===== config.mk =====
export PLATFORM = sky130hd
export DESIGN_NAME = alu_arbiter
export DESIGN_NICKNAME = d
export VERILOG_FILES = /design/src/rtl/alu_types.sv /design/src/rtl/alu_arbiter.sv
export SDC_FILE = /design/constraint.sdc
export NUM_CORES = 1
export LEC_CHECK = 0
export CAP_MARGIN = 20
export CORE_MARGIN = 10
export CORE_UTILIZATION = 40
export CTS_BUF_LIST = sky130_fd_sc_hd__clkbuf_8
export DETAILED_ROUTE_END_ITERATION = 12
export GPL_ROUTABILITY_DRIVEN = 0
export PLACE_DENSITY = 0.72
export RECOVER_POWER = 50
export SYNTH_ARGS = -nofsm -noshare
export SYNTH_HDL_FRONTEND = slang
export SYNTH_SLANG_ARGS = --single-unit

===== constraint.sdc =====
create_clock -name clk -period 2.79 [get_ports clk]
set_clock_uncertainty 0.05 [all_clocks]
set_input_delay 0.558 -clock clk [delete_from_list [all_inputs] [get_ports clk]]
set_output_delay 0.558 -clock clk [all_outputs]
set_load 0.02 [all_outputs]

===== src/rtl/alu_types.sv =====
// rtl/alu_types.sv - ALU opcode type shared by the arbiter, its requesters and the ALU
package alu_types;

  typedef enum logic [1:0] {
    OP_ADD = 2'd0,
    OP_SUB = 2'd1,
    OP_AND = 2'd2,
    OP_OR  = 2'd3
  } operation_t;

endpackage


===== src/rtl/alu_arbiter.sv =====
// rtl/alu_arbiter.sv - round-robin sharing of one ALU among NREQ requesters with in-order result steering
// Define ALU_ARB_PRIO_EN to give requester 0 fixed highest priority over the round-robin group.
module alu_arbiter #(
  parameter int WIDTH   = 6,
  parameter int NREQ    = 4,
  parameter int MAX_OUT = 4
) (
  input  logic                             clk,
  input  logic                             rst,
  input  logic [NREQ-1:0]                  req_valid,
  output logic [NREQ-1:0]                  req_ready,
  input  alu_types::operation_t [NREQ-1:0] req_op,
  input  logic [NREQ-1:0][WIDTH-1:0]       req_a,
  input  logic [NREQ-1:0][WIDTH-1:0]       req_b,
  output logic [NREQ-1:0]                  rsp_valid,
  output logic [WIDTH:0]                   rsp_data,
  output alu_types::operation_t            alu_op_in,
  output logic [WIDTH-1:0]                 alu_a_in,
  output logic [WIDTH-1:0]                 alu_b_in,
  output logic                             alu_in_valid,
  input  logic [WIDTH:0]                   alu_out,
  input  logic                             alu_out_valid,
  output logic [$clog2(MAX_OUT):0]         outstanding,
  output logic                             err_orphan
);

  localparam int PW = $clog2(NREQ);
  localparam int AW = $clog2(MAX_OUT);
  localparam logic [AW:0] MAX_CNT = MAX_OUT[AW:0];

  logic [PW-1:0] rr_ptr;
  logic [PW-1:0] grant_idx;
  logic [PW-1:0] cand;
  logic          grant;
  logic          prio_hit;
  logic          slot_free;
  logic          pop;
  logic [PW-1:0] tag_mem [MAX_OUT];
  logic [AW-1:0] wr_ptr;
  logic [AW-1:0] rd_ptr;
  logic [PW-1:0] head_tag;

  // A retiring result frees its slot in the same cycle, so a full FIFO can still issue.
  assign slot_free = (outstanding < MAX_CNT) || alu_out_valid;
  assign pop       = alu_out_valid && (outstanding != '0);
  assign head_tag  = tag_mem[rd_ptr];

  always_comb begin
    grant     = 1'b0;
    prio_hit  = 1'b0;
    grant_idx = '0;
    cand      = '0;
    if (rst && slot_free) begin
`ifdef ALU_ARB_PRIO_EN
      if (req_valid[0]) begin
        grant    = 1'b1;
        prio_hit = 1'b1;
      end
`endif
      for (int k = 0; k < NREQ; k++) begin
        cand = PW'((int'(rr_ptr) + k) % NREQ);
        if (!grant && req_valid[cand]) begin
          grant     = 1'b1;
          grant_idx = cand;
        end
      end
    end
  end

  always_comb begin
    req_ready = '0;
    if (grant) req_ready[grant_idx] = 1'b1;
  end

  always_ff @(posedge clk or negedge rst) begin
    if (!rst) begin
      rr_ptr       <= '0;
      alu_in_valid <= 1'b0;
      alu_op_in    <= alu_types::OP_ADD;
      alu_a_in     <= '0;
      alu_b_in     <= '0;
      rsp_valid    <= '0;
      rsp_data     <= '0;
      outstanding  <= '0;
      err_orphan   <= 1'b0;
      wr_ptr       <= '0;
      rd_ptr       <= '0;
    end else begin
      alu_in_valid <= grant;
      if (grant) begin
        alu_op_in <= req_op[grant_idx];
        alu_a_in  <= req_a[grant_idx];
        alu_b_in  <= req_b[grant_idx];
        wr_ptr    <= wr_ptr + 1'b1;
        if (!prio_hit) rr_ptr <= (grant_idx == PW'(NREQ - 1)) ? '0 : grant_idx + 1'b1;
      end

      rsp_valid <= '0;
      if (pop) begin
        rsp_valid[head_tag] <= 1'b1;
        rsp_data            <= alu_out;
        rd_ptr              <= rd_ptr + 1'b1;
      end
      if (alu_out_valid && (outstanding == '0)) err_orphan <= 1'b1;

      if (grant && !pop) begin
        outstanding <= outstanding + 1'b1;
      end else if (!grant && pop) begin
        outstanding <= outstanding - 1'b1;
      end
    end
  end

  // Tag storage needs no reset: entries are only read below the valid count.
  always_ff @(posedge clk) begin
    if (grant) tag_mem[wr_ptr] <= grant_idx;
  end

endmodule


# Word-level counts from Yosys, hierarchy flattened
# Memory sizes are Yosys's and may differ from the RTL's.
# Cells that the tools add are included.
# classes
add_sub_neg	8
n_lt_le_gt_ge	9
eq_ne	1
mux	38
reduce_logical	19
# op_table
op	count
$bmux 6 s2	2
$lt 2x3->1 const B	6
$mux 1	16
$mux 2	7
$mux 6	2
$logic_and 1x1->1	10
$add 2x1->2 const B	4
$bmux 1 s2	4
$mux 4	2
$mux 3	2
$logic_not 1->1	5
$add 2x2->2 const B	2
$bmux 2 s2	1
$demux 1 s2	2
$ge 2x1->1 const B	2
$add 3x1->3 const B	1
$logic_not 3->1	1
$lt 3x3->1 const B	1
$reduce_bool 3->1	1
$sub 3x1->3 const B	1
$eq 2x2->1 const B	1
$reduce_bool 2->1	1
$logic_or 1x1->1	1
# word_totals
ff_bits	36
mem_bits_rw	8
in_bits	70
output_inout_bits	34
wordCells	87
n_memories	1
# memory_table
memory	depth	word_bits	rd	rd_clocked_by_memory_dff	write_ports	line_no	text
tag_mem	4	2	1	0	1	alu_arbiter.sv:38	logic [PW-1:0] tag_mem [MAX_OUT];

# Longest topological paths before layout
# depth
ltp_word	21
depth_mapped	11

# Worst setup path after synthesis
# No wires, ideal clock.
# synth_timing
path_type	input to output
startpoint	in req_valid[2]
endpoint	out req_ready[0]
arrival_ns	2.055
slack_ns	0.127
path_stages	7
n_path_buf	1
cell_sequence	nor2b_1 > a211o_1 > clkbuf_1 > a21oi_1 > inv_1 > ha_1 > and3_1
# synth_between
elab_chain_cells	21
elab_cells_between_ends	33
# synth_lines
item	line_no	text
from (decl)	alu_arbiter.sv:10	input logic [NREQ-1:0] req_valid,
$bmux 1 s2	alu_arbiter.sv:62	if (!grant && req_valid[cand]) begin
$mux 1 (not written as such)	alu_arbiter.sv:62	
$mux 1	alu_arbiter.sv:62	
$mux 1	alu_arbiter.sv:53	if (rst && slot_free) begin
$logic_not 1->1	alu_arbiter.sv:62	
$logic_and 1x1->1	alu_arbiter.sv:62	
$mux 1	alu_arbiter.sv:62	
$mux 1	alu_arbiter.sv:53	
(+6 left out)	n/a	
$mux 2 (*)	alu_arbiter.sv:62	
$mux 2 (*)	alu_arbiter.sv:53	
via grant_idx[0]	alu_arbiter.sv:32	logic [PW-1:0] grant_idx;
$lt 2x3->1 (not written as such) or $ge 2x1->1 (tied branches)	alu_arbiter.sv:72	if (grant) req_ready[grant_idx] = 1'b1;
$logic_and 1x1->1 (not written as such)	alu_arbiter.sv:72	
$mux 1 (not written as such)	alu_arbiter.sv:72	
$demux 1 s2 (*)	alu_arbiter.sv:72	
$mux 4 (*)	alu_arbiter.sv:72	
to (decl)	alu_arbiter.sv:11	output logic [NREQ-1:0] req_ready,
# Mark *: on every way through the listed nets, which the timed path passes. The rest lies on a longest branch. The select of a mux whose other input is x is not followed.

# Final worst setup path
# layout_timing
startpoint	in alu_out_valid
endpoint	out req_ready[0]
# layout_between
elab_chain_cells	8
elab_cells_between_ends	10
# layout_lines
item	line_no	text
from (decl)	alu_arbiter.sv:22	input logic alu_out_valid,
$logic_or 1x1->1 (*)	alu_arbiter.sv:44	assign slot_free = (outstanding < MAX_CNT) || alu_out_valid;
$logic_and 1x1->1 (*)	alu_arbiter.sv:53	
$mux 2 (*)	alu_arbiter.sv:53	
via grant_idx[0]	alu_arbiter.sv:32	
$lt 2x3->1 (not written as such) or $ge 2x1->1 (tied branches)	alu_arbiter.sv:72	
$logic_and 1x1->1 (not written as such)	alu_arbiter.sv:72	
$mux 1 (not written as such)	alu_arbiter.sv:72	
$demux 1 s2 (*)	alu_arbiter.sv:72	
$mux 4 (*)	alu_arbiter.sv:72	
# Mark *: on every way through the listed nets, which the timed path passes. The rest lies on a longest branch.

==> impl_metrics.tcl <==
set metrics [dict create \
    status "complete, but fails checks" \
    violations "capacitance limit, slew limit" \
    ys_ff_latch 44 \
    end_kind "primary output" \
    grt_max_degree 37 \
    area_growth_pct 56.0 \
    rows 28 \
    rrSetupSlack_ns 0.69 \
    initial_utilization 0.409 \
    crit_type "primary input to primary output" \
    regArea_sq_um 1140 \
    drc 0 \
    antenna_found_initial 0 \
    core_sq_um 5890 \
    slew_headroom -0.307 \
    setup_viol 0 \
    die_h_um 97.6 \
    multi_input_area_sq_um 1160 \
    synth_compound_area_frac 0.174 \
    synth.distinct_cells 39 \
    syn_area_sq_um 2410 \
    fin_util 0.639 \
    maxCapViolCount 1 \
    hold_viol_final 0 \
    seq_area_frac_synth 0.474 \
    io_buffers 103 \
    yosys.area_share.simple 0.143 \
    finalWirelength_um 7280 \
    grt_usage 0.145 \
    diodes 0 \
    numCtsBuffers 5 \
    hold_path_startpoint "err_orphan" \
    power_density_nw_per_um2 932 \
    slew_viol_final 37 \
    worst-path-buf-inv 5 \
    first_pass_iters 4 \
    yosysWarningCount 0 \
    max_stage_delay_ns 0.49 \
    cpLargestDelayFamily "buffers and inverters" \
    ir_drop_mv 0.556 \
    grt_remaining_overflow 0 \
    path_clk_slew_ns 0.09 \
    hold_path_class "register to register" \
    start_kind "primary input" \
    crit_top_cell "buf_4" \
    tightestPinTransition_ns 1.96 \
    die_area_sq_um 9530 \
    grt_pass1_wl_um 11600 \
    insertion_delay_ns 0.29 \
    wl_per_cell_um 17.2 \
    rsz0062_at_grt "no" \
    critPathArrivalTime_ns 2.07 \
    synth_mux_area_frac 0.0815 \
    fillerInstances 498 \
    finalPower_uw 3500 \
    drt-vias-per-instance 5.17 \
    grt_pass1_vias 2286 \
    cts_hold_buf 0 \
    syn_avg_cell_area_sq_um 10.8 \
    ctsLongestPathBuffers 2 \
    rr_worst_depth 6 \
    hold_depth 1 \
    final_nets 427 \
    crit_chain "clkdlybuf4s50_1 > o21ai_1 > buf_4 > a21oi_1 > buf_4 > inv_1 > ha_1 > and3_1 > buf_4" \
    post-route-min-period_ns 2.68 \
    synthAdderAreaFrac 0.0550 \
    drive_above_1_share 0.147 \
    cp_data_required_time_ns 2.18 \
    first_iter_violations 88 \
    io_pins 104 \
    synth_top_family_by_area "compound AO/OA/AOI/OAI gates" \
    max_freq_ghz 0.374 \
    syn-instance-count 224 \
    die_w_um 97.6 \
    regToRegStartpoint "rr_ptr[0]" \
    clockRootBuffer "clkbuf_8" \
    hold_end "err_orphan" \
    crit_slowest_cell "clkdlybuf4s50_1" \
    synthXorXnorAreaFrac 0.0218 \
    htree_levels 2 \
    hpwl_um 5470 \
    syn_nets 304 \
    critPathMaxFanout 4 \
    rr_endpoint "alu_a_in[0]" \
    cts_tree "built" \
    cts.sinks 44 \
    cellLeakagePower_uw 0.00169 \
    antenna_left 0 \
    vias 2185 \
    fin_crit_sh 0.959 \
]
-- per-layer routing --
metal  wire length [um]  part of all wire  vias up  global-route usage
li1                   -                 -     1064                   -
met1               3140              0.43     1058               0.174
met2               3760              0.52       58               0.255
met3                315             0.043        5              0.0256
met4                 61            0.0084        0              0.0425
met5                  0                 0        -                   0
-- worst register-to-register path, cell delays in order, from the launching register on --
cell,delay [ns]
dfrtp_1,0.45
nand2b_1,0.17
a21oi_1,0.11
nor3_4,0.26
clkbuf_1,0.71
a21oi_1,0.12
o22ai_1,0.15
-- through the flow --
step                      TNS (ns)  worst slack, ns  cells  hold slack [ns]  area [sq um]
after floorplan                  0            0.127    224            0.212          2410
after global placement       -2.31           -0.449    413            0.394          3640
after detailed placement     -2.50           -0.502    413            0.402          3640
after CTS                        0          0.00405    423            0.296          3760
after global routing             0           0.0235    423            0.444          3760
final                            0            0.115    423            0.419          3760
-- state kept, by name (all words and copies together), names as in the netlist --
name / cells
tag_mem: 8
rsp_data: 7
alu_a_in: 6
alu_b_in: 6
rsp_valid: 4
outstanding: 3
alu_op_in: 2
rd_ptr: 2
rr_ptr: 2
wr_ptr: 2
alu_in_valid: 1
err_orphan: 1
-- repair_timing --
| action | 4_1_cts | 5_1_grt |
|---|---|---|
| cloned | 0 | 0 |
| buffers inserted | 2 | 0 |
| setup endpoints to repair | 5 | 4 |
| pin swaps | 3 | 2 |
| gates resized for setup | 21 | 7 |
-- synthesized netlist by cell type (all sizes together) --
| cell type | count | area share |
|---|---|---|
| dfrtp | 36 | 0.37 |
| nor2 | 4 | 0.0062 |
| nor3b | 1 | 0.0031 |
| nand2 | 28 | 0.046 |
| nor2b | 3 | 0.0078 |
| inv | 12 | 0.019 |
| clkbuf | 4 | 0.0062 |
| fa | 1 | 0.0083 |
| nand2b | 1 | 0.0026 |
| o211ai | 1 | 0.0052 |
| xnor2 | 5 | 0.018 |
| ha | 9 | 0.047 |
| nand3 | 2 | 0.0042 |
| a21o | 2 | 0.0062 |
| a221oi | 14 | 0.061 |
| mux2 | 1 | 0.0047 |
| a211o | 1 | 0.0036 |
| or4 | 1 | 0.0031 |
| a31oi | 1 | 0.0026 |
| nor3 | 4 | 0.010 |
| edfxtp | 8 | 0.10 |
| o22ai | 14 | 0.047 |
| a21boi | 1 | 0.0031 |
| mux4 | 2 | 0.019 |
| o21ai | 6 | 0.012 |
| xor2 | 1 | 0.0036 |
| buf | 8 | 0.026 |
| and3 | 23 | 0.060 |
| mux2i | 14 | 0.058 |
| a21oi | 16 | 0.033 |
-- report_power, final --
group	internal [uW]	switching, uW	leakage (uW)
registers	915	204	0.000525
clock network	293	215	0.0000614
logic	938	939	0.00110
total	2150	1360	0.00169
-- how the worst max path moves through the flow --
stage	from	endpoint	cells after the start
2_1_floorplan	req_valid[2]	req_ready[0]	7
5_1_grt	alu_out_valid	req_ready[0]	9
3_3_place_gp	req_valid[3]	req_ready[0]	9
6_report	alu_out_valid	req_ready[0]	9
4_1_cts	alu_out_valid	req_ready[0]	8
3_5_place_dp	req_valid[3]	req_ready[0]	9
-- cell type report --
type | count | area share
repair buffers | 128 | 0.318
multi-input cells | 156 | 0.310
flip-flops and latches | 44 | 0.304
well taps | 75 | 0.0250
clock buffers | 6 | 0.0220
inverters | 12 | 0.0120
clock inverters | 2 | 0.0103
-- logic make-up after synthesis --
group / count (synthesis)
AND/OR/NAND/NOR: 67
AO/OA/AOI/OAI: 56
flip-flops: 44
buffers and inverters: 24
multiplexers: 17
adder cells (fa/ha/maj): 10
XOR/XNOR: 6
-- layout by cell type (no fill, tap or decap), drive strengths merged, types with 4 or more instances in the layout --
master / instances
a21oi: 16
a221oi: 14
and3: 23
buf: 21
clkbuf: 15
clkdlybuf4s50: 91
dfrtp: 36
edfxtp: 8
ha: 9
inv: 12
mux2i: 14
nand2: 28
nor2: 4
nor3: 4
o21ai: 6
o22ai: 14
xnor2: 5
Note: power is estimated with default switching activity, not from simulation.
